===== config.mk =====
export PLATFORM = sky130hd
export DESIGN_NAME = lcd_spi_burst_tx
export DESIGN_NICKNAME = d
export VERILOG_FILES = /design/src/rtl/lcd_spi_burst_tx.sv
export SDC_FILE = /design/constraint.sdc
export NUM_CORES = 1
export LEC_CHECK = 0
export CAP_MARGIN = 20
export CORE_ASPECT_RATIO = 0.6
export CORE_MARGIN = 3
export CORE_UTILIZATION = 50
export CTS_BUF_LIST = sky130_fd_sc_hd__clkbuf_8
export CTS_CLUSTER_SIZE = 25
export DETAILED_ROUTE_END_ITERATION = 12
export GPL_TIMING_DRIVEN = 0
export HOLD_SLACK_MARGIN = 0.05
export PLACE_DENSITY = 0.77
export SYNTH_ARGS = -nofsm -noshare
export SYNTH_HDL_FRONTEND = slang
export SYNTH_SLANG_ARGS = --single-unit

===== constraint.sdc =====
create_clock -name clk -period 1.91 [get_ports clk]
set_input_delay 0.573 -clock clk [delete_from_list [all_inputs] [get_ports clk]]
set_output_delay 0.573 -clock clk [all_outputs]
set_load 0.02 [all_outputs]

===== src/rtl/lcd_spi_burst_tx.sv =====
// SPI transmit engine for the LCD link: streams 8/16-bit words MSB-first,
// holding CS low across a burst with programmable SCLK rate, idle level and CS timing.
module lcd_spi_burst_tx #(
   parameter int CLK_DIV  = 2,
   parameter int CPOL     = 0,
   parameter int CS_SETUP = 2,
   parameter int CS_HOLD  = 2,
   parameter int CS_IDLE  = 4
) (
   input  logic        clk,
   input  logic        rst,
   input  logic        in_valid,
   output logic        in_ready,
   input  logic [15:0] in_data,
   input  logic        in_dc,
   input  logic        in_len16,
   input  logic        in_last,
   output logic        lcd_spi_sclk,
   output logic        lcd_spi_mosi,
   output logic        lcd_spi_cs,
   output logic        lcd_dc,
   output logic        busy,
   output logic        done
);

   localparam int DW    = (CLK_DIV > 1) ? $clog2(CLK_DIV) : 1;
   localparam int PMAX0 = (CS_SETUP > CS_HOLD) ? CS_SETUP : CS_HOLD;
   localparam int PMAX  = (PMAX0 > CS_IDLE) ? PMAX0 : CS_IDLE;
   localparam int PW    = (PMAX > 1) ? $clog2(PMAX) : 1;
   localparam logic SCLK_IDLE = (CPOL != 0);

   typedef enum logic [2:0] {S_IDLE, S_SETUP, S_SHIFT, S_WAIT, S_HOLD, S_CSIDLE} state_t;

   state_t          state;
   logic [DW-1:0]   div_cnt;
   logic [4:0]      bit_cnt;
   logic [PW-1:0]   ph_cnt;
   logic            high_half;
   logic            last_q;
   logic [15:0]     sreg;
   logic [15:0]     word_al;
   logic            accept;

   // 8-bit words are left-aligned so the shifter always emits bit 15 first
   assign word_al  = in_len16 ? in_data : {in_data[7:0], 8'h00};
   assign in_ready = !rst && (state == S_IDLE || state == S_WAIT);
   assign busy     = !rst && (state != S_IDLE);
   assign accept   = in_valid && in_ready;

   always_ff @(posedge clk) begin
      if (rst) begin
         state        <= S_IDLE;
         lcd_spi_sclk <= SCLK_IDLE;
         lcd_spi_mosi <= 1'b0;
         lcd_spi_cs   <= 1'b1;
         lcd_dc       <= 1'b0;
         done         <= 1'b0;
         div_cnt      <= '0;
         bit_cnt      <= '0;
         ph_cnt       <= '0;
         high_half    <= 1'b0;
         last_q       <= 1'b0;
         sreg         <= '0;
      end else begin
         done <= 1'b0;
         case (state)
            S_IDLE: begin
               lcd_spi_cs   <= 1'b1;
               lcd_spi_sclk <= SCLK_IDLE;
               if (accept) begin
                  state      <= S_SETUP;
                  lcd_spi_cs <= 1'b0;
                  lcd_dc     <= in_dc;
                  sreg       <= word_al;
                  bit_cnt    <= in_len16 ? 5'd15 : 5'd7;
                  last_q     <= in_last;
                  ph_cnt     <= PW'(CS_SETUP - 1);
               end
            end
            S_SETUP: begin
               if (ph_cnt == '0) begin
                  state        <= S_SHIFT;
                  lcd_spi_sclk <= 1'b0;
                  lcd_spi_mosi <= sreg[15];
                  sreg         <= {sreg[14:0], 1'b0};
                  div_cnt      <= DW'(CLK_DIV - 1);
                  high_half    <= 1'b0;
               end else begin
                  ph_cnt <= ph_cnt - 1'b1;
               end
            end
            S_SHIFT: begin
               if (div_cnt != '0) begin
                  div_cnt <= div_cnt - 1'b1;
               end else if (!high_half) begin
                  lcd_spi_sclk <= 1'b1;
                  high_half    <= 1'b1;
                  div_cnt      <= DW'(CLK_DIV - 1);
               end else if (bit_cnt != '0) begin
                  bit_cnt      <= bit_cnt - 1'b1;
                  lcd_spi_sclk <= 1'b0;
                  high_half    <= 1'b0;
                  lcd_spi_mosi <= sreg[15];
                  sreg         <= {sreg[14:0], 1'b0};
                  div_cnt      <= DW'(CLK_DIV - 1);
               end else begin
                  lcd_spi_sclk <= SCLK_IDLE;
                  high_half    <= 1'b0;
                  if (last_q) begin
                     state  <= S_HOLD;
                     ph_cnt <= PW'(CS_HOLD - 1);
                  end else begin
                     state <= S_WAIT;
                  end
               end
            end
            S_WAIT: begin
               // next word of the burst starts shifting at once, no CS setup
               if (accept) begin
                  state        <= S_SHIFT;
                  lcd_dc       <= in_dc;
                  bit_cnt      <= in_len16 ? 5'd15 : 5'd7;
                  last_q       <= in_last;
                  lcd_spi_sclk <= 1'b0;
                  lcd_spi_mosi <= word_al[15];
                  sreg         <= {word_al[14:0], 1'b0};
                  div_cnt      <= DW'(CLK_DIV - 1);
                  high_half    <= 1'b0;
               end
            end
            S_HOLD: begin
               if (ph_cnt == '0) begin
                  state      <= S_CSIDLE;
                  lcd_spi_cs <= 1'b1;
                  done       <= 1'b1;
                  ph_cnt     <= PW'(CS_IDLE - 1);
               end else begin
                  ph_cnt <= ph_cnt - 1'b1;
               end
            end
            S_CSIDLE: begin
               if (ph_cnt == '0) state <= S_IDLE;
               else              ph_cnt <= ph_cnt - 1'b1;
            end
            default: state <= S_IDLE;
         endcase
      end
   end

endmodule

==> metrics.md <==
| Metric | Value |
|---|---|
| Htree depth | 2 |
| First-pass GRT wire length | 10500 um |
| Final setup vio count | 15 |
| Post-CTS Hold Buffers | 0 |
| Relative slew slack | 0.531 |
| Tmin final | 2.02 ns |
| Leak | 1.09 nW |
| Fin. Hold Viols | 0 |
| Gr usage total | 0.275 |
| CP Capture Type | flip-flop |
| Setup_tns | -1.15 ns |
| Fin crit share | 1.06 |
| WL final | 7290 um |
| Cells after Synth | 240 |
| Ant diodes | 0 |
| Pre-Repair DR Iteration Count | 5 |
| Failing checks | negative setup slack |
| Initial antenna violation count | 0 |
| Area grow syn2layout | 42.0% |
| RSZ-0062 raised after global routing | yes |
| CP max stage cell | or4b_4 |
| M1 WL | 3390 um |
| Post-synth ARST share | 0 |
| Die Area | 0.00494 sq mm |
| Met2 Wirelength | 2890 um |
| Number of global-route vias before repair | 1928 |
| Iter 0 DRT Violations | 262 |
| Initial Utilization | 0.540 |
| Syn_area_per_cell | 8.57 sq um |
| Final worst slack | -0.114 ns |
| Final Max Slew Viols | 0 |
| Clk_lat worst skew | 0.29 ns |
| Largest net degree at the start of global routing | 12 |
| Placed Area | 0.00240 sq mm |
| Status | finished with violations |
| Syn Std Cell Area | 0.00206 sq mm |
| Netlist cell types | 55 |
| Max Cap Violations | 0 |
| CTS tree | built |
| Tightest Hold Check Type | reg2reg |
| Area contributors post-synth | dfxtp_1 (33%), a21oi_1 (8.3%), a211oi_2 (6.1%) |
| CP Class | reg2reg |
| I/O pins | 29 |
| Nets@finish | 314 |
| Port Buffers | 26 |
| Routed Antenna Nets | 0 |
| Slew @ Worst Pin | 0.704 ns |
| Crit-path max FO | 10 |
| Pwr Density | 1160 mW/mm^2 |
| Syn Nets | 264 |
| CORE AREA | 0.00381 sq mm |
| CP required | 2.05 ns |
| Fmax | 0.494 GHz |
| Top cell type's share of synthesized area | 0.331 |
| Peak VDD IR | 0.689 mV |
| # rows | 17 |
| Root buffer cell | clkbuf_8 |
| Share of cells above drive strength 1 | 0.333 |
| Flop-to-flop setup slack | -0.11 ns |
| Fin Hold WS | 0.442 ns |
| Primary FF master, synth | dfxtp_1 |
| Top layer in use | met4 |
| Die X | 88.8 um |
| GP Congestion | 0.923 |
| Total CTS buffers | 5 |
| Dpl hpwl | 4330 um |
| Clk sink count | 34 |
| CTS max path bufs | 2 |
| CP max stage delay | 0.47 ns |
| Register area share after synthesis | 0.331 |
| Ys Warns | 0 |
| CP Launch Type | flip-flop |
| Clock Skew | 0.00907 ns |
| Total grt overflow | 0 |
| Cell area after layout | 0.00292 sq mm |
| Register bit count reported by yosys | 34 |
| Cell taking the most area after synthesis | dfxtp_1 |
| Die H | 55.7 um |
| Worst-path clk slew | 0.08 ns |
| Vias/cell | 6.90 |
| DR WL/cell | 21.6 um |
| Remaining DRCs | 0 |
| CP Cell Sequence | inv_2 -> ha_4 -> or4b_4 -> a211o_4 -> clkbuf_4 -> a21oi_4 -> a211oi_4 |
| Post-synth EDFFs | 0 |
| Vias | 2331 |
| CP arrival | 2.16 ns |
| Metal3 WL | 811 um |
## where the power goes
part / internal, W / leakage (nW) / switching (W)
logic: 0.000832 / 0.760 / 0.000968
clock network: 0.000290 / 0.0472 / 0.000282
registers: 0.000863 / 0.282 / 0.000156
## Yosys cell counts (4+ instances only)
| cell type | count |
|---|---|
| nand2_1 | 8 |
| a21oi_1 | 34 |
| inv_1 | 10 |
| clkbuf_1 | 15 |
| nor3_1 | 6 |
| a22oi_1 | 7 |
| mux2i_1 | 9 |
| o21ai_0 | 7 |
| a22o_1 | 7 |
| o22ai_1 | 8 |
| dfxtp_1 | 34 |
| nand3b_1 | 4 |
| a211oi_2 | 10 |
| nand3_1 | 4 |
| a31oi_1 | 4 |
| nor2_1 | 9 |
| a211oi_1 | 8 |
## through the flow
step,total power (W),setup WS (ns),utilization,instances
finish,0.00339,-0.114,0.767,338
global route,0.00355,-0.147,0.767,338
global placement,0.00225,-0.839,0.631,313
floorplan,0.00192,-0.111,-,240
detailed placement,0.00226,-0.680,0.632,314
CTS,0.00305,-0.0993,0.714,328
## per-layer routing
metal  vias up  global-route usage
met1      1107               0.457
li1       1021                   -
met3        32              0.0666
met4         0              0.0517
met5         -                   0
met2       171               0.347
## final timing paths
| kind | to | depth (start not counted) | startpoint |
|---|---|---|---|
| worst max-delay path | sreg[12]$_SDFFE_PP0P_ | 7 | bit_cnt[1]$_SDFFE_PP0P_ |
| worst min-delay path | ph_cnt[0]$_SDFFE_PP0P_ | 1 | ph_cnt[0]$_SDFFE_PP0P_ |
| worst max register to register | sreg[12]$_SDFFE_PP0P_ | 7 | bit_cnt[1]$_SDFFE_PP0P_ |
| worst min register to register | ph_cnt[0]$_SDFFE_PP0P_ | 1 | ph_cnt[0]$_SDFFE_PP0P_ |
## cell families after synthesis
family | after synthesis | share of synthesized area
xor gates and xnor gates | 3 | 0.0128
muxes | 9 | 0.0438
DFF | 34 | 0.331
buffers and inverters | 30 | 0.0706
and+or+nand+nor | 56 | 0.158
adders and majority gates | 2 | 0.0122
AOI/OAI and AO/OA | 106 | 0.371
## state kept, by name, summed over array words and instances (netlist names)
name and flops:
done 1, last_q 1, lcd_spi_cs 1, lcd_spi_mosi 1
sreg 16, bit_cnt 5, high_half 1, state 3
lcd_dc 1, div_cnt 1, lcd_spi_sclk 1, ph_cnt 2
## critical path: cells and delay by family, from the launching register on
| family | cells | cell delay [ns] |
|---|---|---|
| buf+inv | 2 | 0.30 |
| simple gates | 1 | 0.47 |
| flops | 1 | 0.34 |
| compound gates | 3 | 0.62 |
| fa+ha+maj | 1 | 0.15 |
## area by class of cell
class,instances,area (sq um)
Timing Repair Buffer,46,447
Clock buffer,6,82.6
Clock inverter,2,12.5
Multi-Input combinational cell,176,1440
Fill cell,253,888
Tap cell,47,58.8
Inverter,10,37.5
Buffer,17,150
Sequential cell,34,692
## repair_timing
| item | 4_1_cts | 5_1_grt |
|---|---|---|
| buffers inserted | 8 | 10 |
| gates cloned | 1 | 1 |
| pin swaps | 13 | 7 |
| resized for setup | 57 | 30 |
| setup endpoints to repair | 29 | 22 |
## layout by cell type, fill, tap and decap left out, types with 5 or more instances in the layout
master / count
a211oi_2: 12
o22ai_1: 8
clkdlybuf4s50_1: 23
nor2_1: 7
a21oi_1: 20
buf_4: 17
o21ai_0: 7
inv_1: 8
nand2_1: 8
a21oi_2: 13
a211oi_1: 5
dfxtp_1: 29
a22o_1: 7
a22oi_1: 7
clkbuf_8: 8
mux2i_1: 9
(Power assumes the default switching activity.)
==> patch: new RTL, same flow settings <==
Change the parameter `CS_IDLE` from 4 to 8.
--- a/src/rtl/lcd_spi_burst_tx.sv
+++ b/src/rtl/lcd_spi_burst_tx.sv
@@ -5,7 +5,7 @@
    parameter int CPOL     = 0,
    parameter int CS_SETUP = 2,
    parameter int CS_HOLD  = 2,
-   parameter int CS_IDLE  = 4
+   parameter int CS_IDLE  = 8
 ) (
    input  logic        clk,
    input  logic        rst,
Check against the original RTL: no difference found for any inputs over 10 cycles, from zero or initial values and one cycle with rst high; that may be too few to reach the edited logic, so the function may still have changed.
==> patch against the original RTL <==
Core utilization fell by 3.9 points; clock power fell by 3%; area after synthesis rose by 0.79%; the flow still finishes with violations (negative setup slack); critical path type is now reg2out; cell area fell by 4.6%; combinational power rose by 33%; worst setup slack improved by 0.074 ns; sequential cell count rose by 1; total power rose by 21%; wire length fell by 18%.
==> patch: results (changes against the original RTL) <==
stage;metric;value;unit;change
global_route;vias in the first global route;1895;;-1.7%
timing;final setup TNS;-0.03927;ns;+1.114 ns
place;DP Cell Count;327;;+4.1%
timing;clk_skew;0.003374;ns;-0.005701 ns
place;Area after DPL;2411;um2;+0.26%
synthesis;Post-synth top cells;dfxtp_1 (35), nor2_1 (34), a21oi_1 (33), nand2_1 (14), mux2i_1 (11);;
global_route;largest net degree at the start of global routing;11;;-1
synthesis;mux contribution to synthesized area;5.314;%;+0.93 points
run_status;failing checks;negative setup slack;;
critical_path;CP Data Arrival Time;1.38;ns;-0.78 ns
final_layout;Clock buf/inv share;3.145;%;-0.11 points
final_layout;NonClk Buf Share;18.82;%;-1.6 points
global_route;met2 usage;31.16;%;-3.5 points
synthesis;sequential cell area fraction in the yosys report;33.82;%;+0.71 points
global_route;GRT Total Usage;24.43;%;-3.1 points
timing;relative slew slack;54.06;%;+0.96 points
synthesis;Synth Area in Adders;1.812;%;+0.59 points
drt;DR WL met2;2369;um;-18%
place;port bufs;28;;+7.7%
critical_path;Max stage delay on crit path;0.32;ns;-0.15 ns
critical_path;Worst Path Max Fanout;5;;-5
synthesis;Yosys cell types;51;;-7.3%
timing;Setup-failing EPs final;1;;-14
final_layout;Seq cells;35;;+2.9%
timing;Final WS setup;-0.03927;ns;+0.07447 ns
drt;met3 wire len;617;um;-24%
final_layout;share of layout cells above drive strength 1;26.76;%;-6.6 points
final_layout;multi-input combinational cell count;192;;+9.1%
final_layout;Non-CTS buffers;57;;-9.5%
power_and_ir_drop;Power Dens Cells;1470;nW/um2;+26%
drt;drt pass-1 iters;6;;+1
final_layout;Register Area;704.4;um2;+1.8%
power_and_ir_drop;combinational power;2.39;mW;+33%
run_status;outcome;finished with violations;;
power_and_ir_drop;P_int;2.341;mW;+18%
synthesis;Synth area leaders;dfxtp_1 (34%), a21oi_1 (8.0%), nor2_1 (6.2%);;
critical_path;crit path max-delay cell type;dfxtp_2;;
synthesis;syn nets;277;;+4.9%
global_route;first-pass GRT wire length;9487;um;-9.9%
final_layout;multi-input logic portion of the cell area;49.55;%;+0.26 points
power_and_ir_drop;Sequential Power Share;28.1;%;-2.0 points
power_and_ir_drop;Lkg Pwr;1.060;nW;-2.7%
final_layout;Logic inverters;8;;-2
drt;total wire length;5963;um;-18%
power_and_ir_drop;Max IR drop VDD;0.9105;mV;+32%
synthesis;post-synthesis area per instance;8.222;um2;-4.0%
final_layout;Largest regs;sreg: 16 flops, bit_cnt: 5 flops;;
place;RD Place Congestion;0.9392;;+1.8%
place;Setup WS pre-CTS;-1.292;ns;-0.6118 ns
drt;Met1 Wirelength;2877;um;-15%
global_route;GR Util met3;7.544;%;+0.89 points
[patch: cell types whose count changed in the layout (fill, tap and decap cells not counted), moves of 4 or more]
cell and delta:
nor2_1 +22, a21oi_1 +11, a21oi_2 -11, a22o_1 -6, buf_6 +6, nand2_1 +6, buf_4 -5, o21ai_1 +4
[patch: what timing repair did]
item / CTS / global route
hold buffers: 0 / 0
resized for setup: 39 / 27
gates cloned: 0 / 0
buffers inserted: 11 / 1
pin swaps: 3 / 4
endpoints found under the setup margin: 29 / 29
[patch: path summary, 6_finish.rpt]
check                             startpoint      endpoint  slack, ns  cells past startpoint
worst max-delay path                state[1]      in_ready      -0.04                      5
worst min-delay path            lcd_spi_sclk  lcd_spi_sclk       0.46                      2
worst max register to register      state[0]     ph_cnt[1]       0.06                      8
worst min register to register  lcd_spi_sclk  lcd_spi_sclk       0.46                      2
